==> src/rtl/cpu_stack_wb_pkg.sv <==
// rtl/cpu_stack_wb_pkg.sv - shared opcode macros and stack constants for the writeback stage
// Push-select encodings live in the shared opcode macros; the package mirrors the ones used here.

`ifndef UC_PUSHNONE
`define UC_PUSHNONE 3'd0
`endif
`ifndef UC_PUSHALU
`define UC_PUSHALU 3'd1
`endif
`ifndef ST_ENTRY_W
`define ST_ENTRY_W 35
`endif

package cpu_stack_wb_pkg;

  localparam int ST_W = `ST_ENTRY_W;
  localparam logic [2:0] UC_PUSHNONE = `UC_PUSHNONE;

  function automatic logic is_push(input logic [2:0] sel);
    return sel != UC_PUSHNONE;
  endfunction

endpackage

==> src/rtl/cpu_stack_regs.sv <==
// rtl/cpu_stack_regs.sv - operand stack array with TOS/NOS combinational read ports
// Contents are never reset; the read ports mask to zero when sp is too shallow.

module cpu_stack_regs #(
  parameter int DEPTH = 64,
  parameter int SP_W  = 11,
  parameter int W     = 35,
  localparam int IDX_W = $clog2(DEPTH)
) (
  input  logic             clk,
  input  logic [SP_W-1:0]  sp,
  input  logic             we,
  input  logic [IDX_W-1:0] waddr,
  input  logic [W-1:0]     wdata,
  output logic [W-1:0]     tos0,
  output logic [W-1:0]     tos1
);

  logic [W-1:0] mem [DEPTH];

  always_ff @(posedge clk) begin
    if (we) begin
      mem[waddr] <= wdata;
    end
  end

  always_comb begin
    tos0 = '0;
    tos1 = '0;
    if (sp >= SP_W'(1)) begin
      tos0 = mem[IDX_W'(sp - SP_W'(1))];
    end
    if (sp >= SP_W'(2)) begin
      tos1 = mem[IDX_W'(sp - SP_W'(2))];
    end
  end

endmodule

==> src/rtl/cpu_stack_wb.sv <==
// rtl/cpu_stack_wb.sv - stack CPU writeback: stack commit, branch redirect, sticky stack fault
// Optional high-water mark tracking is enabled with CPU_STACK_HWM_EN.

module cpu_stack_wb
  import cpu_stack_wb_pkg::*;
#(
  parameter int DEPTH = 64,
  parameter int SP_W  = 11
) (
  input  logic            clk,
  input  logic            rst_b,
  input  logic            valid_4a,
  input  logic [2:0]      c__to_push_4a,
  input  logic [34:0]     st__to_push_4a,
  input  logic [10:0]     st__to_pop_4a,
  input  logic            kill_4a,
  input  logic [31:0]     branch_target_4a,
  input  logic [31:0]     pc_4a,
  output logic [34:0]     st__tos0,
  output logic [34:0]     st__tos1,
  output logic [SP_W-1:0] st__sp,
  output logic            redirect_5a,
  output logic [31:0]     redirect_pc_5a,
  output logic            fault_5a,
  output logic [31:0]     fault_pc_5a,
  output logic [SP_W-1:0] st__hwm
);

  localparam int IDX_W = $clog2(DEPTH);
  // One bit wider than both sp and the pop count so the subtraction never wraps silently.
  localparam int AW = ((SP_W > 11) ? SP_W : 11) + 1;

  logic [SP_W-1:0] sp_q;
  logic            push;
  logic [AW-1:0]   base_x;
  logic [AW-1:0]   next_x;
  logic            underflow;
  logic            overflow;
  logic            live;
  logic            commit;
  logic            fault_evt;
  logic            redir_take;

  always_comb begin
    push       = is_push(c__to_push_4a);
    base_x     = AW'(sp_q) - AW'(st__to_pop_4a);
    next_x     = base_x + AW'(push);
    underflow  = AW'(st__to_pop_4a) > AW'(sp_q);
    overflow   = !underflow && (next_x > AW'(DEPTH));
    live       = valid_4a && !fault_5a;
    commit     = live && !underflow && !overflow;
    fault_evt  = live && (underflow || overflow);
    redir_take = live && kill_4a;
  end

  always_ff @(posedge clk or negedge rst_b) begin
    if (!rst_b) begin
      sp_q           <= '0;
      fault_5a       <= 1'b0;
      fault_pc_5a    <= '0;
      redirect_5a    <= 1'b0;
      redirect_pc_5a <= '0;
    end else begin
      redirect_5a <= redir_take;
      if (redir_take) begin
        redirect_pc_5a <= branch_target_4a;
      end
      if (commit) begin
        sp_q <= next_x[SP_W-1:0];
      end
      if (fault_evt) begin
        fault_5a    <= 1'b1;
        fault_pc_5a <= pc_4a;
      end
    end
  end

  cpu_stack_regs #(
    .DEPTH (DEPTH),
    .SP_W  (SP_W),
    .W     (ST_W)
  ) u_regs (
    .clk   (clk),
    .sp    (sp_q),
    .we    (commit && push),
    .waddr (IDX_W'(base_x)),
    .wdata (st__to_push_4a),
    .tos0  (st__tos0),
    .tos1  (st__tos1)
  );

  assign st__sp = sp_q;

`ifdef CPU_STACK_HWM_EN
  logic [SP_W-1:0] hwm_q;

  always_ff @(posedge clk or negedge rst_b) begin
    if (!rst_b) begin
      hwm_q <= '0;
    end else if (commit && (next_x > AW'(hwm_q))) begin
      hwm_q <= next_x[SP_W-1:0];
    end
  end

  assign st__hwm = hwm_q;
`else
  assign st__hwm = '0;
`endif

endmodule
==> config.mk <==
export PLATFORM = sky130hd
export DESIGN_NAME = cpu_stack_wb
export DESIGN_NICKNAME = d
export VERILOG_FILES = /design/src/rtl/cpu_stack_wb_pkg.sv /design/src/rtl/cpu_stack_regs.sv /design/src/rtl/cpu_stack_wb.sv
export SDC_FILE = /design/constraint.sdc
export NUM_CORES = 2
export LEC_CHECK = 0
export BUFFER_PORTS_ARGS = -buffer_cell sky130_fd_sc_hd__buf_2
export CORE_MARGIN = 10
export CORE_UTILIZATION = 44
export DETAILED_ROUTE_END_ITERATION = 8
export PLACE_DENSITY = 0.72
export SLEW_MARGIN = 20
export SYNTH_ARGS = -nofsm -noshare
export SYNTH_HDL_FRONTEND = slang
export SYNTH_HIERARCHICAL = 1
export SYNTH_SLANG_ARGS = --single-unit
==> constraint.sdc <==
create_clock -name clk -period 12.2 [get_ports clk]
set_input_delay 0 -clock clk [delete_from_list [all_inputs] [get_ports clk]]
set_output_delay 0 -clock clk [all_outputs]
set_load 0.03 [all_outputs]
==> results.cfg <==
[die]
core_area_sq_um = 244000
die_x_um = 515
rows = 181
die_h_um = 515
die_area_sq_um = 265000
start_util = 0.443
ios = 275

[drt]
routed_via_density = 6.72
first_iter_violations = 9721
drc = 0
drt_pass1_iterations = 9
ant_nets = 0
post_drt_wl_per_cell_um = 35.0
totalWireLength_mm = 342
via_count = 65631

[clock_network]
tritoncts = done
cts_buffers = 229
post-cts-setup-buffers = 0
insertion_delay_ns = 0.88
clkSinkCount = 2317
root_buffer = clkbuf_16
cts_resized = 0
cts_max_level = 4
cts.path.max_buffers = 3
clkTransAtPathRegs_ns = 0.06

[placed_design]
portBuffers = 263
place_congestion = 0.877
post-place-cells = 9105
placed_area_sq_um = 113000
dp_hpwl_mm = 199

[synthesis]
synthTopCellsByCount = 2240 x edfxtp_1, 1071 x mux4_2, 669 x nand2_1, 312 x nand3_1, 252 x mux2i_1
synth_most_common_cell = edfxtp_1
synth_cells = 5902
synthTopCellsByArea = edfxtp_1 62%, mux4_2 22%, mux2i_1 2.3%
syn_avg_cell_area_sq_um = 18.3
yosysTopAreaCell = edfxtp_1
ys_seq_elements = 2317
syn-cell-area_sq_um = 108000
ys_seq_area_frac = 0.642
synthArstFlopShare = 0.0332
ys_warn_count = 6
synth_edf_count = 2240
synthFlopType = edfxtp_1
yosys.area.top_type_share = 0.624
ys_types = 72

[grt]
grt_pass1_wl_mm = 485
grt_pass1_vias = 66312
grt_usage = 0.252
antenna_found_initial = 34
grt_max_degree = 125
grt-ovfl-total = 0

[worst_setup_path]
path_class = register to primary output
cp_max_fo = 47
worstPathArrival_ns = 7.64
end_kind = primary output
cp-start-kind = register
worstPathRequired_ns = 12.20

[layout]
nNetsFinal = 6472
final_cells = 9767
design_area_sq_um = 123000
area_delta_synth_final_pct = 13.9
fill_cells = 19277
drive_gt1_frac = 0.310

[power]
p_comb_frac = 0.022
p_per_area_nw_per_um2 = 132
switching_power_w = 0.00335
p_leak_nw = 38.4
power_frac_seq = 0.541
clockPowerShare = 0.437
vdd.ir_drop.worst_mv = 0.142
swShare = 0.207
p_int_w = 0.0128

[timing]
fin_worst_skew_ns = 0.0437
fmax_ghz = 0.131
setup_violations = 0
maxSlewViolCount = 0
tightest_slew_ns = 1.27
period_share = 0.626
hold_ws_ns = 0.0433
finalCriticalPeriod_ns = 7.64
slew-limit-headroom = 0.143
hold_violations = 0
rsz0062_at_grt = false
tns_ns = 0

[job]
drv_cap = 0

[status]
status = finished clean

[worst_hold_path]
hp-class = primary input to register
[flip-flops by register name (all words and copies together), names as in the netlist]
register	flops
fault_5a	1
fault_pc_5a	32
redirect_5a	1
redirect_pc_5a	32
st__sp	11
u_regs/mem	2240
[cells in the final DEF, fill, tap and decap left out, types with 90 or more instances in the layout]
cell           instances
nand2_1              669
nand4_1               90
nand3_1              312
clkbuf_16            232
mux4_2              1071
buf_2                248
mux2i_1              250
dlygate4sd3_1        201
edfxtp_1            2240
o21ai_0              101
buf_4                195
[cell type report]
cell class                 instances  area (sq um)  share of cell area
antenna                           28          70.1            0.000570
clock inverter                   162          1510              0.0123
inverter                          21          83.8            0.000682
tap                             3202          4010              0.0326
sequential                      2317         69200               0.563
timing repair buffer             656          4970              0.0405
multi-input combinational       3112         37100               0.302
clock buffer                     269          5940              0.0484
[logic make-up after synthesis]
family / Yosys count / synth area share
AO/OA/AOI/OAI: 390 / 0.0249
other: 1 / 0.0000348
adder cells (fa/ha/maj): 18 / 0.00216
multiplexers: 1406 / 0.256
buffers and inverters: 483 / 0.0220
AND/OR/NAND/NOR: 1263 / 0.0515
XOR/XNOR: 24 / 0.00223
flip-flops: 2317 / 0.642
[metrics by stage]
stage                util  total power [W]  worst slack, ns
floorplan               -          0.00902             5.58
global placement    0.465          0.00920             5.14
detailed placement  0.465          0.00922             5.03
CTS                 0.504           0.0162             4.46
global route        0.504           0.0166             4.00
finish              0.504           0.0162             4.56
[critical path, cell delays in order, from the launching register on]
cell	delay (ns)
dfrtp_4	0.74
buf_4	0.74
buf_4	0.71
buf_4	0.78
buf_4	0.63
buf_4	0.68
mux4_2	0.59
mux2i_1	0.15
o22ai_1	0.09
o21ai_0	1.02
o21ai_1	0.17
buf_2	0.26
[metal layers]
layer	routed length, um	track usage	up-vias
met3	45600	0.0733	977
met5	80	0	-
met2	159000	0.392	4898
met1	115000	0.319	34169
met4	22500	0.140	8
li1	-	-	25579
[worst paths after layout]
check                           startpoint                 end  slack (ns)  cells after the start
setup / recovery                 st__sp[0]        st__tos1[15]        4.56                     11
hold / removal                    valid_4a            fault_5a        0.04                      4
setup reg to reg                 st__sp[0]  u_regs/mem[17][15]        4.97                     15
hold reg to reg            fault_pc_5a[10]     fault_pc_5a[10]        0.49                      1
max in group asynchronous            rst_b           st__sp[0]       11.58                      4
min in group asynchronous            rst_b     fault_pc_5a[27]        0.28                      4
[repair_timing]
action,4_1_cts,5_1_grt
hold buffers,202,0
setup endpoints to repair,0,0
endpoints found under the hold margin,2394,0
[power groups by stage]
stage,Sequential (W),Clock (W),Combinational [W]
floorplan,0.00896,0,0.0000505
global placement,0.00892,0,0.000282
detailed placement,0.00892,0,0.000293
CTS,0.00875,0.00712,0.000351
global route,0.00875,0.00745,0.000381
finish,0.00875,0.00707,0.000360
(Power assumes the default switching activity.)
